<file path="src/rtl/frame_pkg.sv">
// Shared types and constants for the frame extractor slice.
// Latency: n/a (declarations only).
// Backpressure: n/a.
package frame_pkg;

   // Extractor FSM states; CKSUM is only reachable when FRAME_CKSUM_EN is defined.
   typedef enum logic [1:0] {
      HUNT    = 2'd0,
      PAYLOAD = 2'd1,
      CKSUM   = 2'd2
   } state_t;

   // All-ones source for the default header marker; sliced to DATA_W by users.
   localparam logic [63:0] HDR_WORD_DFLT = '1;

   // Width of the completed-frame counter.
   localparam int FRAME_CNT_W = 16;

endpackage

</file>
<file path="src/rtl/frame_hdr_match.sv">
// Counts consecutive header words; flags the word that completes a header.
// Latency: combinational hit on the completing word, count updates on the edge.
// Backpressure: none; every valid word is consumed.
module frame_hdr_match
   import frame_pkg::*;
#(
   parameter int              DATA_W   = 16,
   parameter logic [DATA_W-1:0] HDR_WORD = HDR_WORD_DFLT[DATA_W-1:0],
   parameter int              HDR_LEN  = 3
) (
   input  logic              clk,
   input  logic              rst_n,
   input  logic [DATA_W-1:0] in_data,
   input  logic              in_valid,
   output logic              hdr_hit
);

   localparam int HCW = (HDR_LEN > 1) ? $clog2(HDR_LEN) : 1;

   logic [HCW-1:0] hdr_cnt;
   logic           is_hdr;
   logic           at_last;

   assign is_hdr  = (in_data == HDR_WORD);
   assign at_last = (hdr_cnt == HCW'(HDR_LEN - 1));
   // The hit is combinational so the FSM can leave HUNT on the same edge.
   assign hdr_hit = in_valid && is_hdr && at_last;

   // Advance on each header word, restart on any other word or on completion.
   always_ff @(posedge clk or negedge rst_n) begin
      if (!rst_n) begin
         hdr_cnt <= '0;
      end else if (in_valid) begin
         if (!is_hdr || at_last)
            hdr_cnt <= '0;
         else
            hdr_cnt <= hdr_cnt + 1'b1;
      end
   end

endmodule

</file>
<file path="src/rtl/frame_extractor.sv">
// Detects HDR_LEN header words, forwards PAY_LEN payload words with first/last
// flags and counts frames; FRAME_CKSUM_EN adds a trailing checksum word check.
// Latency 1 cycle (registered outputs); no backpressure, every valid word consumed.
module frame_extractor
   import frame_pkg::*;
#(
   parameter int              DATA_W   = 16,
   parameter logic [DATA_W-1:0] HDR_WORD = HDR_WORD_DFLT[DATA_W-1:0],
   parameter int              HDR_LEN  = 3,
   parameter int              PAY_LEN  = 10
) (
   input  logic                   clk,
   input  logic                   rst_n,
   input  logic [DATA_W-1:0]      in_data,
   input  logic                   in_valid,
   output logic [DATA_W-1:0]      out_data,
   output logic                   out_valid,
   output logic                   out_first,
   output logic                   out_last,
   output logic                   frame_done,
   output logic                   frame_err,
   output logic [FRAME_CNT_W-1:0] frame_cnt
);

   localparam int PCW = (PAY_LEN > 1) ? $clog2(PAY_LEN) : 1;

   state_t         state;
   logic [PCW-1:0] pay_cnt;
   logic           hdr_hit;
   logic           pay_first;
   logic           pay_last;
`ifdef FRAME_CKSUM_EN
   logic [DATA_W-1:0] acc;
`endif

   frame_hdr_match #(
      .DATA_W   (DATA_W),
      .HDR_WORD (HDR_WORD),
      .HDR_LEN  (HDR_LEN)
   ) u_hdr_match (
      .clk      (clk),
      .rst_n    (rst_n),
      .in_data  (in_data),
      .in_valid (in_valid && (state == HUNT)),
      .hdr_hit  (hdr_hit)
   );

   assign pay_first = (pay_cnt == '0);
   assign pay_last  = (pay_cnt == PCW'(PAY_LEN - 1));

`ifndef FRAME_CKSUM_EN
   assign frame_err = 1'b0;
`endif

   // Frame FSM with registered outputs; output strobes default low every cycle.
   always_ff @(posedge clk or negedge rst_n) begin
      if (!rst_n) begin
         state      <= HUNT;
         pay_cnt    <= '0;
         out_data   <= '0;
         out_valid  <= 1'b0;
         out_first  <= 1'b0;
         out_last   <= 1'b0;
         frame_done <= 1'b0;
         frame_cnt  <= '0;
`ifdef FRAME_CKSUM_EN
         frame_err  <= 1'b0;
         acc        <= '0;
`endif
      end else begin
         out_data   <= '0;
         out_valid  <= 1'b0;
         out_first  <= 1'b0;
         out_last   <= 1'b0;
         frame_done <= 1'b0;
`ifdef FRAME_CKSUM_EN
         frame_err  <= 1'b0;
`endif
         case (state)
            HUNT: begin
               if (hdr_hit) begin
                  state   <= PAYLOAD;
                  pay_cnt <= '0;
`ifdef FRAME_CKSUM_EN
                  acc     <= '0;
`endif
               end
            end
            PAYLOAD: begin
               if (in_valid) begin
                  out_valid <= 1'b1;
                  out_data  <= in_data;
                  out_first <= pay_first;
                  out_last  <= pay_last;
                  pay_cnt   <= pay_cnt + 1'b1;
`ifdef FRAME_CKSUM_EN
                  acc       <= acc + in_data;
                  if (pay_last)
                     state <= CKSUM;
`else
                  if (pay_last) begin
                     state      <= HUNT;
                     frame_done <= 1'b1;
                     frame_cnt  <= frame_cnt + 1'b1;
                  end
`endif
               end
            end
`ifdef FRAME_CKSUM_EN
            CKSUM: begin
               // Checksum word is consumed here and never forwarded.
               if (in_valid) begin
                  state      <= HUNT;
                  frame_done <= 1'b1;
                  frame_err  <= (in_data != acc);
                  frame_cnt  <= frame_cnt + 1'b1;
               end
            end
`endif
            default: state <= HUNT;
         endcase
      end
   end

endmodule
</file>
<file path="config.mk">
export PLATFORM = sky130hd
export DESIGN_NAME = frame_extractor
export DESIGN_NICKNAME = d
export VERILOG_FILES = /design/src/rtl/frame_pkg.sv /design/src/rtl/frame_hdr_match.sv /design/src/rtl/frame_extractor.sv
export SDC_FILE = /design/constraint.sdc
export NUM_CORES = 1
export LEC_CHECK = 0
export BUFFER_PORTS_ARGS = -buffer_cell sky130_fd_sc_hd__buf_2
export CORE_MARGIN = 2
export CORE_UTILIZATION = 50
export CTS_CLUSTER_SIZE = 10
export DETAILED_ROUTE_END_ITERATION = 8
export HOLD_SLACK_MARGIN = 0.08
export PLACE_DENSITY = 0.79
export RECOVER_POWER = 50
export SLEW_MARGIN = 30
export SYNTH_ARGS = -nofsm -noshare
export SYNTH_HDL_FRONTEND = slang
export SYNTH_SLANG_ARGS = --single-unit
</file>
<file path="constraint.sdc">
create_clock -name clk -period 2.25 [get_ports clk]
set_input_delay 0.1125 -clock clk [delete_from_list [all_inputs] [get_ports clk]]
set_output_delay 0.1125 -clock clk [all_outputs]
set_load 0.01 [all_outputs]
</file>
==> metrics.txt, run 1 <==
outcome completed; max-cap violations 0; Initial Util 52.90%; GP Congestion ~0.80; critical path class flop to flop; crit-path cells inv_1 -> ha_1 -> nand4_4 -> nor2_1 -> mux2_2; Critical Path Sink Type flop; Fillers 274; Clk pin slew, worst setup/hold paths 0.11 ns; ys async rst share 100.0%; Antenna diodes 0; cell accounting for the most synthesized area dfrtp_1; Detail Placement HPWL between 2000 and 3000 um; Worst Path Arrival between 1.5 and 2 ns; setup repair bufs after CTS 0; I/O pin cnt 56; Mapped Area 1793 um2; die width 63.88 um; number of H-tree levels 2; CTS buffer count 5; hold path cells 2; worst min path class primary input to flop; first-pass GRT wire length 6844 um; RSZ-0062 raised after global routing false; routed length per instance roughly 15 um; Final Skew 0.005024 ns; Worst Reg2Reg Path Length in Cells 5; fmax 579.4 MHz; number of synthesized flops with an enable pin 0; Clock Tree Root clkbuf_4; Compound-Gate Fraction of Synth Area 2.233%; critical path's top delay family simple AND/OR/NAND/NOR gates; most instantiated cells after synthesis dfrtp_1 (42), and3_1 (23), nand4_1 (11); XOR/XNOR share of the synthesized area 8.793%; worst slew pin tran approximately 1 ns; initial antenna violation count 0; post-synthesis sequential area ratio between 50% and 60%; slowest cell on the critical path dfrtp_1; clock buffer depth 2; clock latency on the worst-skew pair 0.34 ns; layout cells sized above 1 24.09%; Rows 21; Final period util approximately 77%; hold slack 0.2319 ns; post-synthesis mux area share 0.6281%; Post-Route WL 4006 um; count leader, synth dfrtp_1; Synth Register Bits 42; Mapped Cells 149; DIE AREA 4081 um2; setup TNS 0 ns; Adder-Cell Fraction of Synth Area 3.489%; Post-Synth Simple-Gate Area 22.75%; hold_buf cts 17; Synth top area share 58.62%; Nets 244; Core ar. 3390 um2; Main synth FF type dfrtp_1; synth-to-layout area growth 27.15%; grt total ovfl 0; Slew Limit Fails 0; top cells by area, synth dfrtp_1 (59%), and3_1 (8.0%), xnor2_1 (4.9%), xor2_1 (3.9%), nand4_1 (3.8%); Max Fanout on Critical Path 4; post-DR vias/cell 5.263; largest family of logic cells by synthesized area simple AND/OR/NAND/NOR gates; vias in the first global route 1448; maximum number of pins on one net before global-route repair 43; yosys warns 0; maximum vdd ir drop 0.2950 mV; height of the die 63.88 um; RR Startpoint pay_cnt[1]$_DFFE_PN0P_; vias 1400; Avg Cell Area, Syn 12.03 um2; Setup-failing EPs final 0; critical path required time 2.49 ns; # DRC 0; Buf/Inv on CP 1; syn_nets 173; Port Buffer Count 54; pwr dens 506.1 nW/um2; CP max stage delay ~0.4 ns; Hold Startpoint in_valid; Worst path depth 5; Total GRT Usage 22.18%; CTS tree yes; Slew HR 34.36%; Final Power around 1.2 mW; Initial DRC Count 62; leakage power total 1.254 nW; minimum clock period after layout approximately 1.7 ns; CTS Sinks 42; Fin. Hold Viols 0; Final ANT Viol Nets 0; R2R setup slack 0.52 ns; Netlist cell types 26; post-cts repair resize count 0; WHS Endpoint out_data[1]$_DFF_PN0_; DR pass1 iterations 4; Setup crit start kind flop; reg-to-reg endpoint frame_cnt[1]$_DFFE_PN0P_
## layer usage
metal	global-route usage [%]	share of wire, %	vias to the layer above
met5	0	0	-
met4	10.60	2.8	0
met3	7.042	5.0	14
met2	36.85	52	40
met1	25.94	40	683
li1	-	-	663
## cell usage in the layout, fill, tap and decap left out, types with 4 or more instances in the layout
master         instances
nand4_1               11
nor2_1                 7
ha_1                   5
xnor2_1               10
xor2_1                 8
nand3_1                4
dlygate4sd3_1         17
buf_2                 43
dfrtp_1               42
clkbuf_1              13
and3_1                23
nand2_1                9
clkbuf_4               5
## how the worst max path moves through the flow
| stage | startpoint | endpoint |
|---|---|---|
| floorplan | pay_cnt[1]$_DFFE_PN0P_ | frame_cnt[11]$_DFFE_PN0P_ |
| global placement | pay_cnt[1]$_DFFE_PN0P_ | frame_cnt[11]$_DFFE_PN0P_ |
| detailed placement | pay_cnt[1]$_DFFE_PN0P_ | frame_cnt[1]$_DFFE_PN0P_ |
| CTS | pay_cnt[1]$_DFFE_PN0P_ | frame_cnt[1]$_DFFE_PN0P_ |
| global route | pay_cnt[1]$_DFFE_PN0P_ | frame_cnt[11]$_DFFE_PN0P_ |
| finish | pay_cnt[1]$_DFFE_PN0P_ | frame_cnt[1]$_DFFE_PN0P_ |
## per-stage QoR
stage / std cells / instance area (um2) / util [%] / setup WS (ns)
2_1_floorplan: 149 / 1793 / - / 0.7049
3_3_place_gp: 242 / 2081 / 61.39 / 0.6326
3_5_place_dp: 242 / 2081 / 61.39 / 0.5358
4_1_cts: 266 / 2296 / 67.74 / 0.5088
5_1_grt: 266 / 2280 / 67.26 / 0.3809
6_report: 266 / 2280 / 67.26 / 0.5241
## cell families after synthesis
family                   after synthesis
adder cells (fa/ha/maj)                5
XOR/XNOR                              18
buffers and inverters                 11
AO/OA/AOI/OAI                          5
other                                  1
AND/OR/NAND/NOR                       66
multiplexers                           1
flip-flops                            42
## area by class of cell
cell class,instances,area [um2],area share (%)
inverter,3,11.26,0.4940
multi-input combinational,96,683.2,29.97
timing repair buffer,72,431.7,18.94
clock buffer,7,45.04,1.976
sequential,42,1051,46.10
tap,46,57.56,2.525
## worst reg2reg max path: cells and delay by family (launching register included)
family | cells | cell delay [ns]
AND/OR/NAND/NOR | 2 | 0.45
flip-flops | 1 | 0.41
multiplexers | 1 | 0.37
adder cells (fa/ha/maj) | 1 | 0.27
buffers and inverters | 1 | 0.11
## flip-flops by register name, indices dropped and copies added (netlist names)
signal               cells
frame_cnt               16
out_data                16
pay_cnt                  4
u_hdr_match.hdr_cnt      2
frame_done               1
out_first                1
out_valid                1
state                    1
## power by group
group / internal (mW) / switching, mW / total, mW
registers: 0.754 / 0.000000416 / 0.754
logic: 0.0320 / 0.0362 / 0.0683
clock network: 0.118 / 0.213 / 0.331
total: 0.904 / 0.249 / 1.15
No activity file was read; power rests on OpenSTA's default activity.
==> inputs of run 2 (changes only) <==
- ABC_AREA: default -> 1
- CORE_UTILIZATION: 50 -> 51
- clock period: 2.25 -> 1.8 ns (I/O delays scaled with it)
==> run 2 against run 1 <==
Effect of this change:
- sequential share of layout area fell by 4.8 points
- first-iteration DRC count is 47% higher
- clock skew is 0.0046 ns higher
- critical path depth grew 4
- final cell count rose by 33%
- critical path type unchanged
- cell area is 12% higher
==> metrics.txt, run 2 <==
Netlist cell types 21 (was 26); routed length per instance 12.42 um (was 15.06 um); placed inst area 2302 um2 (was 2081 um2); Setup-failing EPs final 0 (unchanged); CTS Sinks 42 (unchanged); setup TNS 0 ns (unchanged); Final ANT Viol Nets 0 (unchanged); Setup crit start kind flop (unchanged); commonest non-fill, non-tap cell in the layout nand2_1 (was buf_2); I/O pin cnt 56 (unchanged); top cells by area, synth dfrtp_1 (53%), nand2_1 (11%), inv_1 (7.6%), nor2_1 (5.9%), ha_1 (3.2%) (was dfrtp_1 (59%), and3_1 (8.0%), xnor2_1 (4.9%), xor2_1 (3.9%), nand4_1 (3.8%)); initial antenna violation count 0 (unchanged); reg-to-reg endpoint frame_cnt[13]$_DFFE_PN0P_ (was frame_cnt[1]$_DFFE_PN0P_); fmax 689.1 MHz (was 579.4 MHz); synth-to-layout area growth 28.41% (was 27.15%); Mapped Cells 230 (was 149); Fin. Hold Viols 0 (unchanged); Clk pin slew, worst setup/hold paths 0.08 ns (was 0.11 ns); combinational power share 24.1% (was 5.9%); vias 1719 (was 1400); # DRC 0 (unchanged); Hold Startpoint in_valid (unchanged); Synth top area share 53.03% (was 58.62%); Initial Util 53.73% (was 52.90%); pre-CTS setup slack 0.3510 ns (was 0.5358 ns); Post-Route WL 4409 um (was 4006 um); Avg Cell Area, Syn 8.617 um2 (was 12.03 um2); fraction of power spent switching nets 34.41% (was 21.61%); Final Skew 0.009673 ns (was 0.005024 ns); most instantiated cells after synthesis nand2_1 (57), dfrtp_1 (42), inv_1 (40) (was dfrtp_1 (42), and3_1 (23), nand4_1 (11)); switching power 0.8374 mW (was 0.2494 mW); post-DR vias/cell 4.842 (was 5.263); WHS Endpoint u_hdr_match.hdr_cnt[1]$_DFFE_PN0N_ (was out_data[1]$_DFF_PN0_); ys async rst share 100.0% (unchanged); clock buffer depth 2 (unchanged); yosys warns 0 (unchanged); largest registers frame_cnt: 16 flops, out_data: 16 flops, pay_cnt: 4 flops (unchanged); maximum number of pins on one net before global-route repair 43 (unchanged); worst slew pin tran 0.9976 ns (was 0.9845 ns); Final Power 2.434 mW (was 1.154 mW); critical path required time 2.01 ns (was 2.49 ns); Final period util 80.61% (was 76.71%); Worst Path Arrival 1.66 ns (was 1.96 ns); post-synthesis sequential area ratio 53.03% (was 58.62%); max-cap violations 0 (unchanged); Antenna diodes 0 (unchanged); DIE AREA 4401 um2 (was 4081 um2); DR pass1 iterations 4 (unchanged); Synth Register Bits 42 (unchanged); Util after Layout 69.00% (was 67.26%); Max Fanout on Critical Path 4 (unchanged); design area 2545 um2 (was 2280 um2); layout cells sized above 1 21.17% (was 24.09%); Detail Placement HPWL 2854 um (was 2594 um); clock group share of total power 26.3% (was 28.7%); CTS buffer count 5 (unchanged); first-pass GRT wire length 7182 um (was 6844 um); outcome completed (unchanged); hold slack 0.1457 ns (was 0.2319 ns); Total GRT Usage 22.42% (was 22.18%); die width 66.34 um (was 63.88 um); number of synthesized flops with an enable pin 0 (unchanged); leakage power total 1.385 nW (was 1.254 nW); critical path class flop to flop (unchanged); post-cts repair resize count 0 (unchanged); Flop pwr share 49.6% (was 65.4%); Slew HR 33.49% (was 34.36%); Initial DRC Count 91 (was 62); setup repair bufs after CTS 0 (unchanged); most frequent cells in the layout nand2_1 (57), dfrtp_1 (42), inv_1 (41) (was buf_2 (43), dfrtp_1 (42), and3_1 (23)); Clock Tree Root clkbuf_8 (was clkbuf_4); pwr dens 956.4 nW/um2 (was 506.1 nW/um2); Rows 22 (was 21); Worst Reg2Reg Path Length in Cells 9 (was 5); count leader, synth nand2_1 (was dfrtp_1); syn_nets 254 (was 173); Finished Layout Cells 355 (was 266); hold path cells 4 (was 2); cell accounting for the most synthesized area dfrtp_1 (unchanged); Post-Place Cells 330 (was 242); clock latency on the worst-skew pair 0.31 ns (was 0.34 ns); Main synth FF type dfrtp_1 (unchanged); Critical Path Sink Type flop (unchanged); grt total ovfl 0 (unchanged); worst min path class primary input to flop (unchanged); Slew Limit Fails 0 (unchanged); Mapped Area 1982 um2 (was 1793 um2); GP Congestion 0.8983 (was 0.8028); RR Startpoint pay_cnt[1]$_DFFE_PN0P_ (unchanged); CTS tree yes (unchanged); minimum clock period after layout 1.451 ns (was 1.726 ns); Core ar. 3689 um2 (was 3390 um2); RSZ-0062 raised after global routing false (unchanged); Port Buffer Count 54 (unchanged); number of H-tree levels 2 (unchanged); vias in the first global route 1562 (was 1448); final setup margin 0.3489 ns (was 0.5241 ns); maximum vdd ir drop 0.5279 mV (was 0.2950 mV); P_int 1.596 mW (was 0.9044 mW); height of the die 66.34 um (was 63.88 um); R2R setup slack 0.35 ns (was 0.52 ns); Nets 330 (was 244)
## run 2: cell types whose count changed in the layout (fill, tap and decap cells not counted), sizes merged, moves of 3 or more
cell    delta
nor2      +34
and3      -23
xnor2      -6
nand4      -3
nand2     +51
a21oi      +3
nand2b     -3
nand3      +7
inv       +39
o31ai      -3
## run 2: layout make-up
type | count | area [um2]
Fill cell | 295 | 1144
Sequential cell | 42 | 1051
Multi-Input combinational cell | 143 | 752.0
Timing Repair Buffer | 73 | 435.4
Inverter | 41 | 153.9
Clock buffer | 5 | 68.82
Tap cell | 48 | 60.06
Clock inverter | 3 | 23.77
## run 2: worst max-delay path, cell delays in order (launching register included)
cell     delay (ns)
dfrtp_1        0.42
inv_1          0.09
ha_1           0.15
nand2_2        0.06
nor2_4         0.15
nand3_2        0.14
nor2_4         0.14
nand3_1        0.08
nand2_1        0.08
inv_1          0.04
## run 2: power groups by stage
| stage | logic, mW | clock network, mW | registers, mW |
|---|---|---|---|
| 5_1_grt | 0.660 | 0.688 | 1.22 |
| 3_5_place_dp | 0.571 | 0 | 1.22 |
| 2_1_floorplan | 0.314 | 0 | 1.26 |
| 4_1_cts | 0.602 | 0.646 | 1.20 |
| 6_report | 0.586 | 0.640 | 1.21 |
| 3_3_place_gp | 0.547 | 0 | 1.22 |
## run 2: cell families after synthesis
kind of cell	share of synthesized area [%]
buf+inv	9.027
flops	53.03
other cells	0.1892
simple gates	28.98
xor+xnor	4.861
compound gates	0.7574
fa+ha+maj	3.157
## run 2: worst max-delay path by stage
stage | start | end | slack (ns) | depth (start not counted)
floorplan | pay_cnt[1]$_DFFE_PN0P_ | frame_cnt[13]$_DFFE_PN0P_ | 0.47 | 9
global placement | pay_cnt[1]$_DFFE_PN0P_ | frame_cnt[13]$_DFFE_PN0P_ | 0.42 | 9
detailed placement | pay_cnt[1]$_DFFE_PN0P_ | frame_cnt[13]$_DFFE_PN0P_ | 0.35 | 9
CTS | pay_cnt[1]$_DFFE_PN0P_ | frame_cnt[13]$_DFFE_PN0P_ | 0.35 | 9
global route | pay_cnt[1]$_DFFE_PN0P_ | frame_cnt[13]$_DFFE_PN0P_ | 0.22 | 9
finish | pay_cnt[1]$_DFFE_PN0P_ | frame_cnt[13]$_DFFE_PN0P_ | 0.35 | 9
## run 2: what timing repair did
item / 4_1_cts / 5_1_grt
hold buffers: 17 / 0
endpoints found under the hold margin: 58 / 0
setup endpoints to repair: 0 / 0
## run 2: per-layer routing
metal  GRT usage, %  wire (um)  vias to the layer above
met1          27.20       1851                      822
met2          38.25       2259                       51
met4          6.633         32                        0
met3          6.814        266                        3
met5              0          0                        -
li1               -          -                      843
==> inputs of run 3 (changes only) <==
- clock period: 1.8 -> 1.4 ns (I/O delays scaled with it)
==> run 3 against run 2 <==
Effect of this change:
- the run now ends with setup timing left
- final cell count increased by 2.5%
- clock power increased by 26%
- non-clock buffer count increased by 9
- sequential cell count unchanged
- global-route usage decreased by 0.093 points
- wire length increased by 1.7%
- sequential share of layout area decreased by 2.0 points
- total power increased by 37%
- die area unchanged
- critical path type unchanged
==> metrics.txt, run 3 (synthesis results as in run 2) <==
clock latency on the worst-skew pair 0.30 ns (was 0.31 ns); Critical Path Sink Type flop (unchanged); Slew Limit Fails 0 (unchanged); Fin. Hold Viols 0 (unchanged); I/O pin cnt 56 (unchanged); Final Skew 0.006025 ns (was 0.009673 ns); # DRC 0 (unchanged); DR pass1 iterations 4 (unchanged); CTS tree yes (unchanged); placed inst area 2330 um2 (was 2302 um2); vias 1729 (was 1719); minimum clock period after layout 1.423 ns (was 1.451 ns); critical path's top delay family simple AND/OR/NAND/NOR gates (unchanged); Setup crit start kind flop (unchanged); GP Congestion 0.8775 (was 0.8983); worst setup path start pay_cnt[1]$_DFFE_PN0P_ (unchanged); maximum vdd ir drop 0.9369 mV (was 0.5279 mV); Worst Path Arrival 1.62 ns (was 1.66 ns); Initial DRC Count 91 (unchanged); Setup-failing EPs final 4 (was 0); first-pass GRT wire length 7279 um (was 7182 um); worst setup path end frame_cnt[13]$_DFFE_PN0P_ (unchanged); Rows 22 (unchanged); routed length per instance 12.31 um (was 12.42 um); maximum number of pins on one net before global-route repair 27 (was 43); worst min path class primary input to flop (unchanged); final setup margin -0.02295 ns (was 0.3489 ns); Post-Route WL 4482 um (was 4409 um); critical path class flop to flop (unchanged); fmax 702.8 MHz (was 689.1 MHz); Final ANT Viol Nets 0 (unchanged); Max Fanout on Critical Path 3 (was 4); CTS Sinks 42 (unchanged); Final Power 3.338 mW (was 2.434 mW); reg-to-reg endpoint frame_cnt[13]$_DFFE_PN0P_ (unchanged); Nets 339 (was 330); Clock Tree Root clkbuf_8 (unchanged); failing checks setup timing; commonest non-fill, non-tap cell in the layout nand2_1 (unchanged); Final period util 101.6% (was 80.61%); height of the die 66.34 um (unchanged); RR Startpoint pay_cnt[1]$_DFFE_PN0P_ (unchanged); Total GRT Usage 22.32% (was 22.42%); Core ar. 3689 um2 (unchanged); RSZ-0062 raised after global routing true (was false); synth-to-layout area growth 35.04% (was 28.41%); max-cap violations 0 (unchanged); crit-path cells inv_2 -> ha_4 -> nand2_4 -> nor2_4 -> nand3_4 -> nor2_4 -> nand3_2 -> nand2_1 -> inv_1 (was inv_1 -> ha_1 -> nand2_2 -> nor2_4 -> nand3_2 -> nor2_4 -> nand3_1 -> nand2_1 -> inv_1); Buf/Inv on CP 2 (unchanged); slowest cell on the critical path dfrtp_1 (unchanged); DIE AREA 4401 um2 (unchanged); largest registers frame_cnt: 16 flops, out_data: 16 flops, pay_cnt: 4 flops (unchanged); critical path required time 1.60 ns (was 2.01 ns); design area 2676 um2 (was 2545 um2); initial antenna violation count 0 (unchanged); pwr dens 1247 nW/um2 (was 956.4 nW/um2); Port Buffer Count 54 (unchanged); pre-CTS setup slack -0.01802 ns (was 0.3510 ns); setup TNS -0.04554 ns (was 0 ns); vias in the first global route 1725 (was 1562); Antenna diodes 0 (unchanged); post-DR vias/cell 4.750 (was 4.842); grt total ovfl 0 (unchanged); CTS buffer count 5 (unchanged); layout cells sized above 1 26.58% (was 21.17%); Worst Reg2Reg Path Length in Cells 9 (unchanged); die width 66.34 um (unchanged); worst slew pin tran 0.9528 ns (was 0.9976 ns); Clk pin slew, worst setup/hold paths 0.08 ns (about the same); CP max stage delay 0.39 ns (was 0.42 ns); leakage power total 1.455 nW (was 1.385 nW); Worst path depth 9 (unchanged); clock buffer depth 2 (unchanged); R2R setup slack -0.02 ns (was 0.35 ns); most frequent cells in the layout nand2_1 (56), buf_2 (43), dfrtp_1 (42) (was nand2_1 (57), dfrtp_1 (42), inv_1 (41)); number of H-tree levels 2 (unchanged); Slew HR 36.48% (was 33.49%); Crit path top cell by count nor2_4; Detail Placement HPWL 3088 um (was 2854 um); outcome complete, but fails checks (was completed); Initial Util 53.73% (unchanged)
-- run 3: cell count changes in the layout (fill, tap and decap cells not counted), sizes merged --
| cell | previous run | this run |
|---|---|---|
| buf | 41 | 54 |
| inv | 42 | 41 |
| clkinvlp | 2 | 1 |
| clkinv | 0 | 1 |
| clkbuf | 20 | 17 |
-- run 3: final cells by class --
type | instances | area, um2
multi-input cells | 143 | 799.5
flip-flops and latches | 42 | 1051
inverters | 41 | 153.9
well taps | 48 | 60.06
repair buffers | 82 | 516.7
clock buffers | 6 | 82.58
clock inverters | 2 | 12.51
fillers | 278 | 1012
-- run 3: metal layers --
metal / vias to the layer above / global-route usage [%] / share of wire [%]
met4: 0 / 9.439 / 2.0
met3: 10 / 6.644 / 4.0
met1: 813 / 25.33 / 42
met2: 42 / 38.75 / 51
li1: 864 / - / -
met5: - / 0 / 0
-- run 3: power breakdown --
part / switching [mW] / total, mW / internal, mW / leakage, nW
sequential: 0.154 / 1.56 / 1.41 / 0.555
combinational: 0.544 / 0.971 / 0.428 / 0.853
clock: 0.411 / 0.807 / 0.396 / 0.0472
total: 1.11 / 3.34 / 2.23 / 1.45
-- run 3: worst min-delay path, stage by stage --
cell and delay, ns:
buf_2 0.11, nand2_1 0.09, inv_2 0.10
-- run 3: worst min path at each step --
stage / startpoint / end / cells after the start
6_report: in_valid / out_valid$_DFF_PN0_ / 3
5_1_grt: in_valid / out_valid$_DFF_PN0_ / 3
4_1_cts: in_valid / out_valid$_DFF_PN0_ / 3
3_5_place_dp: rst_n / out_data[3]$_DFF_PN0_ / 1
3_3_place_gp: rst_n / out_data[3]$_DFF_PN0_ / 1
2_1_floorplan: rst_n / frame_cnt[0]$_DFFE_PN0P_ / 0
-- run 3: per-stage QoR --
step           hold WS [ns]  util, %  instances
2_1_floorplan       -0.2256        -        230
3_3_place_gp        0.02117    63.16        332
3_5_place_dp        0.02792    63.16        332
4_1_cts              0.1224    71.03        359
5_1_grt              0.1334    72.56        364
6_report             0.1275    72.56        364
-- run 3: timing repair --
action	4_1_cts	5_1_grt
setup endpoints to repair	2	16
pin swaps	0	3
hold endpoints to repair	58	0
gates resized for setup	2	10
buffers inserted	2	5
hold buffers	17	0
